`src/rtl/imem_boot_loader.sv`:
```
`default_nettype none
// ============================================================================
// Module   : imem_boot_loader
// Purpose  : Packs a host byte stream into 32-bit words, screens each word
//            against the implemented ISA and writes it into instruction
//            memory, holding the CPU in reset until a legal image is loaded.
// Revision : 1.0  initial release
// ============================================================================
module imem_boot_loader #(
    parameter int ADDR_W = 12
) (
    input  logic              clk,
    input  logic              rst,
    input  logic              i_start,
    input  logic [7:0]        i_rx_data,
    input  logic              i_rx_valid,
    output logic              o_rx_ready,
    output logic [ADDR_W-1:0] o_imem_addr,
    output logic [31:0]       o_imem_data,
    output logic              o_imem_we,
    output logic              o_cpu_hold,
    output logic              o_done,
    output logic              o_error,
    output logic [1:0]        o_err_code,
    output logic [ADDR_W-1:0] o_err_word
);

    localparam logic [31:0]     c_MAX_WORDS   = 32'(1) << ADDR_W;
    localparam logic [ADDR_W:0] c_IDX_ONE     = (ADDR_W+1)'(1);
    localparam logic [1:0]      c_ERR_LEN     = 2'b01;
    localparam logic [1:0]      c_ERR_OPCODE  = 2'b10;
    localparam logic [1:0]      c_ERR_ALUOP   = 2'b11;

    typedef enum logic [2:0] {
        S_IDLE  = 3'd0,
        S_HDR0  = 3'd1,
        S_HDR1  = 3'd2,
        S_BYTES = 3'd3,
        S_CHECK = 3'd4,
        S_DONE  = 3'd5,
        S_ERR   = 3'd6
    } state_t;

    state_t             r_state;
    state_t             w_next;

    logic [7:0]         r_hdr_hi;
    logic [15:0]        r_len;
    logic [31:0]        r_word;
    logic [1:0]         r_byte_cnt;
    logic [ADDR_W:0]    r_idx;

    logic               r_rx_ready;
    logic [ADDR_W-1:0]  r_imem_addr;
    logic [31:0]        r_imem_data;
    logic               r_imem_we;
    logic               r_cpu_hold;
    logic               r_done;
    logic               r_error;
    logic [1:0]         r_err_code;
    logic [ADDR_W-1:0]  r_err_word;

    logic               w_xfer;
    logic [15:0]        w_len;
    logic [ADDR_W:0]    w_idx_inc;
    logic               w_last_word;
    logic [4:0]         w_opcode;
    logic [4:0]         w_alu_op;
    logic               w_op_legal;
    logic               w_alu_legal;

    logic               w_start_load;
    logic               w_we;
    logic               w_set_err;
    logic [1:0]         w_err_code;
    logic [ADDR_W-1:0]  w_err_word;

    assign w_xfer      = i_rx_valid & r_rx_ready;
    assign w_len       = {r_hdr_hi, i_rx_data};
    assign w_idx_inc   = r_idx + c_IDX_ONE;
    assign w_last_word = (32'(w_idx_inc) == 32'(r_len));
    assign w_opcode    = r_word[31:27];
    assign w_alu_op    = r_word[6:2];
    assign w_op_legal  = (w_opcode <= 5'b01000) || (w_opcode == 5'b10101) ||
                         (w_opcode == 5'b10110);
    // Only R-type (opcode 0) words carry an ALU function field to screen.
    assign w_alu_legal = (w_opcode != 5'b00000) || (w_alu_op <= 5'b00111);

    always_comb begin
        w_next       = r_state;
        w_start_load = 1'b0;
        w_we         = 1'b0;
        w_set_err    = 1'b0;
        w_err_code   = 2'b00;
        w_err_word   = '0;
        case (r_state)
            S_IDLE, S_DONE, S_ERR: begin
                if (i_start) begin
                    w_next       = S_HDR0;
                    w_start_load = 1'b1;
                end
            end
            S_HDR0: begin
                if (w_xfer) begin
                    w_next = S_HDR1;
                end
            end
            S_HDR1: begin
                if (w_xfer) begin
                    if (w_len == 16'd0) begin
                        w_next = S_DONE;
                    end else if (32'(w_len) > c_MAX_WORDS) begin
                        w_next     = S_ERR;
                        w_set_err  = 1'b1;
                        w_err_code = c_ERR_LEN;
                    end else begin
                        w_next = S_BYTES;
                    end
                end
            end
            S_BYTES: begin
                if (w_xfer && (r_byte_cnt == 2'd3)) begin
                    w_next = S_CHECK;
                end
            end
            S_CHECK: begin
                // Opcode legality takes priority over the ALU_op screen.
                if (!w_op_legal) begin
                    w_next     = S_ERR;
                    w_set_err  = 1'b1;
                    w_err_code = c_ERR_OPCODE;
                    w_err_word = r_idx[ADDR_W-1:0];
                end else if (!w_alu_legal) begin
                    w_next     = S_ERR;
                    w_set_err  = 1'b1;
                    w_err_code = c_ERR_ALUOP;
                    w_err_word = r_idx[ADDR_W-1:0];
                end else begin
                    w_we   = 1'b1;
                    w_next = w_last_word ? S_DONE : S_BYTES;
                end
            end
            default: begin
                w_next = S_IDLE;
            end
        endcase
    end

    always_ff @(posedge clk or posedge rst) begin
        if (rst) begin
            r_state <= S_IDLE;
        end else begin
            r_state <= w_next;
        end
    end

    always_ff @(posedge clk or posedge rst) begin
        if (rst) begin
            r_hdr_hi   <= '0;
            r_len      <= '0;
            r_word     <= '0;
            r_byte_cnt <= '0;
            r_idx      <= '0;
        end else begin
            if (w_start_load) begin
                r_idx      <= '0;
                r_byte_cnt <= '0;
            end
            if ((r_state == S_HDR0) && w_xfer) begin
                r_hdr_hi <= i_rx_data;
            end
            if ((r_state == S_HDR1) && w_xfer) begin
                r_len      <= w_len;
                r_byte_cnt <= '0;
            end
            if ((r_state == S_BYTES) && w_xfer) begin
                r_word     <= {r_word[23:0], i_rx_data};
                r_byte_cnt <= r_byte_cnt + 2'd1;
            end
            if (w_we) begin
                r_idx <= w_idx_inc;
            end
        end
    end

    // Every output is a flop loaded from the next-state decode, so each
    // level lines up with the state the FSM is entering.
    always_ff @(posedge clk or posedge rst) begin
        if (rst) begin
            r_rx_ready  <= 1'b0;
            r_imem_addr <= '0;
            r_imem_data <= '0;
            r_imem_we   <= 1'b0;
            r_cpu_hold  <= 1'b1;
            r_done      <= 1'b0;
            r_error     <= 1'b0;
            r_err_code  <= 2'b00;
            r_err_word  <= '0;
        end else begin
            r_rx_ready <= (w_next == S_HDR0) || (w_next == S_HDR1) ||
                          (w_next == S_BYTES);
            r_imem_we  <= w_we;
            if (w_we) begin
                r_imem_addr <= r_idx[ADDR_W-1:0];
                r_imem_data <= r_word;
            end
            r_cpu_hold <= (w_next != S_DONE);
            r_done     <= (w_next == S_DONE);
            r_error    <= (w_next == S_ERR);
            if (w_start_load) begin
                r_err_code <= 2'b00;
                r_err_word <= '0;
            end else if (w_set_err) begin
                r_err_code <= w_err_code;
                r_err_word <= w_err_word;
            end
        end
    end

    assign o_rx_ready  = r_rx_ready;
    assign o_imem_addr = r_imem_addr;
    assign o_imem_data = r_imem_data;
    assign o_imem_we   = r_imem_we;
    assign o_cpu_hold  = r_cpu_hold;
    assign o_done      = r_done;
    assign o_error     = r_error;
    assign o_err_code  = r_err_code;
    assign o_err_word  = r_err_word;

endmodule
`default_nettype wire
```
`config.mk`:
```
export PLATFORM = sky130hd
export DESIGN_NAME = imem_boot_loader
export DESIGN_NICKNAME = d
export VERILOG_FILES = /design/src/rtl/imem_boot_loader.sv
export SDC_FILE = /design/constraint.sdc
export NUM_CORES = 1
export LEC_CHECK = 0
export CORE_MARGIN = 4
export CORE_UTILIZATION = 45
export CTS_CLUSTER_SIZE = 16
export DETAILED_ROUTE_END_ITERATION = 8
export GPL_ROUTABILITY_DRIVEN = 0
export PLACE_DENSITY = 0.75
export SYNTH_ARGS = -nofsm -noshare
export SYNTH_HDL_FRONTEND = slang
export SYNTH_SLANG_ARGS = --single-unit
```
`constraint.sdc`:
```
create_clock -name clk -period 5.5 [get_ports clk]
set_input_delay 0.55 -clock clk [delete_from_list [all_inputs] [get_ports clk]]
set_output_delay 0.55 -clock clk [all_outputs]
set_load 0.03 [all_outputs]
```
# Yosys cells after proc, flatten, opt, wreduce, memory -nomap -nowiden
# Cells that the tools add are included.
[word_totals]
reg_bits = 137
inputBits = 12
output_inout_bits = 63
word_cells = 92
[classes]
addsub = 2
n_lt_le_gt_ge = 3
eq_ne = 16
mux = 39
bitwise = 1
n_reduce_logical = 16
[ops]
columns = ["op", "n"]
rows = [
  ["$mux W12", 5],
  ["$mux W3", 9],
  ["$mux W13", 2],
  ["$eq A13 B16 Y1", 1],
  ["$gt A16 B13 Y1 const B", 1],
  ["$logic_not A16 Y1", 1],
  ["$eq A3 B3 Y1 const B", 5],
  ["$pmux W3 S5", 1],
  ["$mux W2", 7],
  ["$add A13 B1 Y13 const B", 1],
  ["$mux W1", 13],
  ["$eq A3 B2 Y1 const B", 4],
  ["$eq A5 B5 Y1 const B", 2],
  ["$eq A3 B1 Y1 const B", 2],
  ["$le A5 B3 Y1 const B", 1],
  ["$le A5 B4 Y1 const B", 1],
  ["$logic_or A1 B1 Y1", 5],
  ["$reduce_bool A5 Y1", 1],
  ["$logic_and A1 B1 Y1", 4],
  ["$pmux W2 S2", 1],
  ["$reduce_bool A2 Y1", 2],
  ["$logic_not A3 Y1", 1],
  ["$ne A3 B3 Y1 const B", 1],
  ["$reduce_bool A3 Y1", 1],
  ["other kinds (5)", 5],
]

# Longest topological paths before layout
# Gate-level depths: netlist of run 1.
[depth]
word_depth = 9
mapped_depth = 10
ltp_nobuf = 7

# Least setup slack after synthesis of run 1
# No wires, ideal clock.
[synth_path]
path_type = "in2reg"
startpoint = "input i_rx_data[4]"
endpoint = "register r_done, in the netlist o_done"
setup_ns = 0.120
arrival_ns = 2.070
t_required_ns = 5.380
slack_ns = 3.309
path_stages = 5
path_buffers = 0
cell_sequence = "or4_1 -> o31a_1 -> o31a_1 -> or2_0 -> o211a_1"
[synth_between]
elab_chain_len = 6
word_cells_on_any_way = 7
cone_classes = "order compare (1); eq/ne (1); mux (4); reduce/logical (1)"
[synth_lines]
columns = ["item", "line", "source"]
rows = [
  ["from (decl)", "15", "input logic [7:0] i_rx_data,"],
  ["$gt A16 B13 Y1", "112", "end else if (32'(w_len) > c_MAX_WORDS) begin"],
  ["$mux W3", "112", ""],
  ["$mux W3 *", "110", "if (w_len == 16'd0) begin"],
  ["$mux W3 *", "109", "if (w_xfer) begin"],
  ["$pmux W3 S5 *", "96", "case (r_state)"],
  ["$eq A3 B3 Y1 *", "208", "r_done <= (w_next == S_DONE);"],
  ["to (signal assigned)", "208", ""],
  ["to (decl)", "58", "logic r_done;"],
]
# Mark *: on every way between the ends. The rest lies on a longest branch, timed or not.
# A chain may end at the register's enable or synchronous reset.

# Worst setup path in the final report of run 1
[layout_path]
startpoint = "register r_word[27]"
endpoint = "register r_idx[2]"
[layout_between]
elab_chain_len = 6
word_cells_on_any_way = 12
cone_classes = "order compare (1); eq/ne (2); mux (4); reduce/logical (5)"
[layout_lines]
columns = ["item", "line", "source"]
rows = [
  ["from (decl)", "49", "logic [31:0] r_word;"],
  ["from (signal assigned)", "177", "r_word <= {r_word[23:0], i_rx_data};"],
  ["$le A5 B4 Y1 (tied with other cells)", "84", "assign w_op_legal = (w_opcode <= 5'b01000) || (w_opcode == 5'b10101) ||"],
  ["$logic_or A1 B1 Y1 (on tied branches)", "84, 87", ""],
  ["$logic_or A1 B1 Y1 / $mux W1 (equally long branches)", "84, 133", ""],
  ["$mux W1 *", "128", "if (!w_op_legal) begin"],
  ["$mux W1 *", "96", ""],
  ["$mux W13 / $reduce_bool A2 Y1 (equally long branches)", "n/a", ""],
  ["to (signal assigned)", "181", "r_idx <= w_idx_inc;"],
  ["to (decl)", "51", "logic [ADDR_W:0] r_idx;"],
]
# Marks and branches as above.

==> results of run 1 <==
-- Yosys cell counts (all sizes together), types with 3 or more instances --
cell / count
nand2: 187
dfrtp: 136
mux2: 41
buf: 22
o21ai: 20
a22o: 15
nor3: 13
nor2: 12
xnor2: 12
clkbuf: 11
nand3: 11
inv: 10
a21oi: 7
nor2b: 7
nand4: 6
or4: 6
xor2: 6
or3: 5
a211oi: 3
a32o: 3
mux2i: 3
nand2b: 3
o21a: 3
o31a: 3
-- path summary, 6_finish.rpt --
check	start	cells past startpoint	slack, ns	end
max	r_word[27]	7	2.45	r_idx[2]
min	r_word[26]	2	0.46	o_imem_data[26]
max reg2reg	r_word[27]	7	2.45	r_idx[2]
min reg2reg	r_word[26]	2	0.46	o_imem_data[26]
max in group asynchronous	rst	3	3.86	r_len[15]
min in group asynchronous	rst	2	0.61	o_imem_data[18]
-- kinds of logic after synthesis --
| family | count (synthesis) | share of synthesized area, % |
|---|---|---|
| XOR/XNOR | 18 | 2.627 |
| AND/OR/NAND/NOR | 262 | 19.53 |
| buffers and inverters | 43 | 3.335 |
| flip-flops | 137 | 57.14 |
| adder cells (fa/ha/maj) | 2 | 0.4169 |
| AO/OA/AOI/OAI | 69 | 8.756 |
| multiplexers | 44 | 8.193 |
-- layer usage --
metal / vias to the layer above / global-route usage [%] / share of wire [%]
li1: 2088 / - / -
met5: - / 0 / 0
met4: 0 / 8.789 / 2.3
met1: 2195 / 25.48 / 45
met2: 124 / 30.51 / 48
met3: 23 / 4.117 / 4.3
-- layout by cell type (no fill, tap or decap), types with 3 or more instances in the layout --
cell | netlist | routed
inv_1 | 9 | 8
dfrtp_1 | 136 | 136
nor2b_1 | 7 | 7
xor2_1 | 6 | 6
o21a_1 | 3 | 3
or3_1 | 5 | 5
mux2_2 | 41 | 41
clkdlybuf4s50_1 | 0 | 74
or4_1 | 4 | 4
a22o_1 | 15 | 15
nor2_1 | 11 | 11
nand2_1 | 186 | 186
a21oi_1 | 5 | 5
clkbuf_16 | 0 | 17
nor3_1 | 11 | 11
xnor2_1 | 12 | 12
nand4_1 | 6 | 6
o31a_1 | 3 | 3
inv_6 | 0 | 3
nand2b_1 | 3 | 3
nand3_1 | 9 | 9
clkbuf_8 | 0 | 3
o21ai_0 | 17 | 17
buf_4 | 2 | 5
clkbuf_1 | 10 | 3
a32o_1 | 3 | 3
mux2i_1 | 3 | 3
-- worst reg2reg max path: stages (launching register included) --
cell and delay (ns):
dfrtp_1 0.44, o21bai_1 0.20, or4_1 0.55, a21o_2 0.28, nand2_2 0.06, buf_4 0.49
inv_2 0.53, a31o_2 0.41
-- layout make-up --
cell class | count | area (um^2)
Multi-Input combinational cell | 395 | 2372
Timing Repair Buffer | 79 | 778.2
Inverter | 10 | 40.04
Clock inverter | 9 | 112.6
Fill cell | 1067 | 5399
Tap cell | 172 | 215.2
Clock buffer | 23 | 478.0
Sequential cell | 137 | 3430
-- flip-flops by register name (all words and copies together) (netlist names) --
signal and flops:
r_word 32, r_hdr_hi 8, r_byte_cnt 2, o_err_word 12, o_rx_ready 1, r_idx 13, o_imem_we 1, o_error 1
o_imem_data 32, r_len 16, o_cpu_hold 1, r_state 3, o_imem_addr 12, o_done 1, o_err_code 2
-- stage by stage --
step	instance area [um^2]	total power, W	setup slack (ns)	utilization (%)
global route	7426	0.004208	2.292	57.90
CTS	7426	0.004022	2.499	57.90
finish	7426	0.004002	2.448	57.90
detailed placement	6835	0.002873	2.505	53.30
global placement	6835	0.002832	2.567	53.30
floorplan	6002	0.002429	1.284	-
-- report_power, final --
part | leakage, nW | switching (W) | internal (W)
Sequential | 1.79 | 0.000300 | 0.00134
Combinational | 1.36 | 0.000689 | 0.000552
Clock | 0.289 | 0.000416 | 0.000707
==> impl_metrics.toml, run 1 <==
[run_status]
status = "completed"

[timing]
clock.fmax_mhz = 327.7
fin_skew_ns = 0.007829
rsz0062_at_grt = "false"
period_needed_ns = 3.052
fin_crit_sh_pct = 55.49
max-slew-margin-rel_pct = 40.95
worst_pin_slew_ns = 0.8798
setup-violations-final = 0
hold_violations = 0
fin_setup_tns_ns = 0
slew_viol_final = 0
timing.hold.ws_ns = 0.4632

[synth]
synthCells = 575
ys.flop_type = "dfrtp_1"
ys_seq_elements = 137
synth-edff-count = 0
yosysUniqueCellTypes = 65
yosysWarnings = 0
yosysSeqAreaShare_pct = 57.14
async_flop_share_pct = 100.0
syn_nets = 589
syn_area_per_cell_um2 = 10.44
synth_top_area_share_pct = 56.70
yosys.area.top_type = "dfrtp_1"
synthTopCellsByArea = "dfrtp_1, nand2_1, mux2_2"
netlist_area_um2 = 6002

[clocking]
cts-hold-fix-buffers = 0
clk_latency_ns = 0.41
cts_tree = "done"
postCtsSetupBuffers = 0
cts-resized-gates = 0
htreeDepth = 4
cts-root-buf = "clkbuf_16"
cts.sinks = 137
numCtsBuffers = 17
clockBufferDepth = 2
cts.clk_slew.worst_paths_ns = 0.06

[worst_setup_path]
path_cells = "o21bai_1 -> or4_1 -> a21o_2 -> nand2_2 -> buf_4 -> inv_2 -> a31o_2"
cp_data_arrival_time_ns = 3.35
critPathMaxStageDelay_ns = 0.54
cp-end-kind = "flop"
cpMaxStageDelayCell = "or4_1"
crit_type = "flop to flop"
worstSetupStartpointType = "flop"
cp_top_family = "buffers and inverters"
cp.required_ns = 5.80
path_max_fanout = 61
worst-path-buf-inv = 2

[cells_and_area]
fin_nets = 654
drive_gt1_share_pct = 14.70
stdcell_count = 825
antenna_cells = 0
area_delta_synth_final_pct = 23.72

[route]
drt_wl_total_mm = 13.78
drt_iter0_markers = 251
vias = 4430
wl_per_cell_um = 16.71
drt_pass1_iterations = 4
drc_errors = 0
viasPerCell = 5.370
drtAntennaViolNets = 0

[floorplanning]
core_um2 = 12820
die_w_um = 123.5
die_h_um = 123.5
die_area_um2 = 15250
io_pins = 75
num_rows = 41
start_util_pct = 46.80

[place]
hpwl_mm = 9.443
place_inst = 793
io_buffers = 74

[power]
irDropWorstVdd_mv = 0.3032
power_density_nw_per_um2 = 538.9
p_leak_nw = 3.435

[global_routing]
grt_max_degree = 62
grt_overflow = 0
grt.total_usage_pct = 19.25
grt_pass1_vias = 4505
grt_pass1_wl_mm = 22.64
antenna_found_initial = 0

[run]
cap_violations = 0

[hold_path]
hp-class = "flop to flop"
(Power assumes the default switching activity.)
==> inputs of run 2 (changes only) <==
Settings changed: PLACE_DENSITY 0.75 to 0.77.
Clock period 5.5 ns to 2.5 ns, I/O delays scaled along.
==> run 2 against run 1 <==
Effect of this change:
- maximum frequency is 26% higher
- via count increased by 3.3%
- clock power grew to 2.6 times the previous value
- critical path depth up 1
- largest power group unchanged
- register-to-register slack worse by 2.4 ns
- routed wire length up 5.0%
==> impl_metrics.toml, run 2 (synthesis results as in run 1) <==
[floorplanning]
core_um2 = 12820
io_pins = 75
num_rows = 41
die_h_um = 123.5
die_area_um2 = 15250
die_w_um = 123.5
start_util_pct = 46.80

[cells_and_area]
drive_gt1_share_pct = 18.17
register_area_um2 = 3430
area_delta_synth_final_pct = 29.06
n_fill_cell = 1005
final_common_cell = "nand2_1"
multi_input_area_um2 = 2380
fin_nets = 678
final_cell_mix = "nand2_1, dfrtp_1, clkdlybuf4s50_1"
antenna_cells = 0

[global_routing]
gr-usage-met2_pct = 33.88
grt_pass1_wl_mm = 23.76
met1_usage_pct = 26.42
grt_pass1_vias = 4656
grt.total_usage_pct = 20.50
grt_busiest_layer = "met2"
antenna_found_initial = 0
grt_overflow = 0
grt_max_degree = 65
grt_use_met3_pct = 5.672

[clocking]
cts-hold-fix-buffers = 0
cts.clk_slew.worst_paths_ns = 0.06
cts_tree = "done"
clockBufferDepth = 2
numCtsBuffers = 17
cts.sinks = 137
cts-root-buf = "clkbuf_16"
htreeDepth = 4
clk_latency_ns = 0.42

[route]
drt_pass1_iterations = 5
drtAntennaViolNets = 0
vias = 4575
wl_per_cell_um = 17.05
viasPerCell = 5.389
drt_iter0_markers = 380
drt_wl_total_mm = 14.48
drc_errors = 0

[timing]
hold_violations = 0
period_needed_ns = 2.414
setup-violations-final = 0
slew_viol_final = 0
fin_crit_sh_pct = 96.55
fin_setup_tns_ns = 0
max-slew-margin-rel_pct = 59.18
worst_pin_slew_ns = 0.6110
clock.fmax_mhz = 414.3
fin_skew_ns = 0.01042
rsz0062_at_grt = "false"
timing.hold.ws_ns = 0.2545

[worst_setup_path]
reg2reg_from = "r_idx[0]"
path_max_fanout = 3
cp-end-kind = "flop"
worst-path-buf-inv = 1
worstSetupStartpointType = "flop"
critPathMaxStageDelay_ns = 0.46
crit_type = "flop to flop"
cpMaxStageDelayCell = "or4_1"
crit_start = "r_idx[0]"
cp_data_arrival_time_ns = 2.71
cp_top_family = "compound AO/OA/AOI/OAI gates"
cp.required_ns = 2.79
path_cells = "ha_1 -> xor2_1 -> or4_1 -> a2111oi_2 -> nand4_1 -> buf_4 -> o31ai_2 -> a21oi_1"

[power]
irDropWorstVdd_mv = 0.7446
p_leak_nw = 3.599
power_density_nw_per_um2 = 1211

[run]
cap_violations = 0

[hold_path]
hp-class = "input port to asynchronous set/reset pin"

[place]
hpwl_mm = 10.01
io_buffers = 74

[run_status]
status = "completed"
[run 2: cell types whose count changed in the layout (fill, tap and decap cells not counted), sizes merged]
cell / previous run / this run
clkbuf: 23 / 18
inv: 13 / 11
bufinv: 2 / 6
clkinvlp: 1 / 4
buf: 5 / 29
[run 2: per-layer routing]
layer / vias to the layer above / part of all wire (%) / wire, um
met1: 2252 / 43 / 6204
met4: 0 / 1.4 / 208
li1: 2131 / - / -
met2: 172 / 50 / 7204
met3: 20 / 6.0 / 862
met5: - / 0 / 0
[run 2: power by group]
part	switching, W	internal, W	leakage [nW]
Combinational	0.00161	0.00133	1.49
Clock	0.000966	0.00190	0.323
Sequential	0.000624	0.00294	1.79
Total	0.00320	0.00618	3.60
[run 2: metrics by stage]
stage	total power, W	utilization (%)	area [um^2]	setup WS [ns]	instances
CTS	0.009410	60.26	7729	0.01555	848
floorplan	0.005344	-	6006	0.3635	575
global route	0.009831	60.40	7746	0.01214	849
detailed placement	0.006491	54.95	7047	0.02011	816
finish	0.009384	60.40	7746	0.08621	849
global placement	0.006356	54.95	7047	0.09713	816
[run 2: layout make-up]
cell class              count  share of cell area [%]
well taps                 172                   2.778
clock buffers              18                   5.670
inverters                  10                  0.5653
flip-flops and latches    137                   44.27
clock inverters            14                   3.134
repair buffers            103                   12.86
multi-input cells         395                   30.72
[run 2: final timing paths]
path,to,slack [ns],cells after the start
min in group clk,r_len[6],0.44,3
max in group asynchronous,r_idx[0],1.54,3
setup reg to reg,o_rx_ready,0.09,8
setup / recovery,o_rx_ready,0.09,8
hold / removal,o_imem_data[23],0.25,2
hold reg to reg,r_len[13],0.47,2
[run 2: timing repair]
action | in CTS | in global routing
endpoints found under the setup margin | 0 | 51
resized for setup | 0 | 3
buffers inserted | 0 | 1
endpoints found under the hold margin | 0 | 0
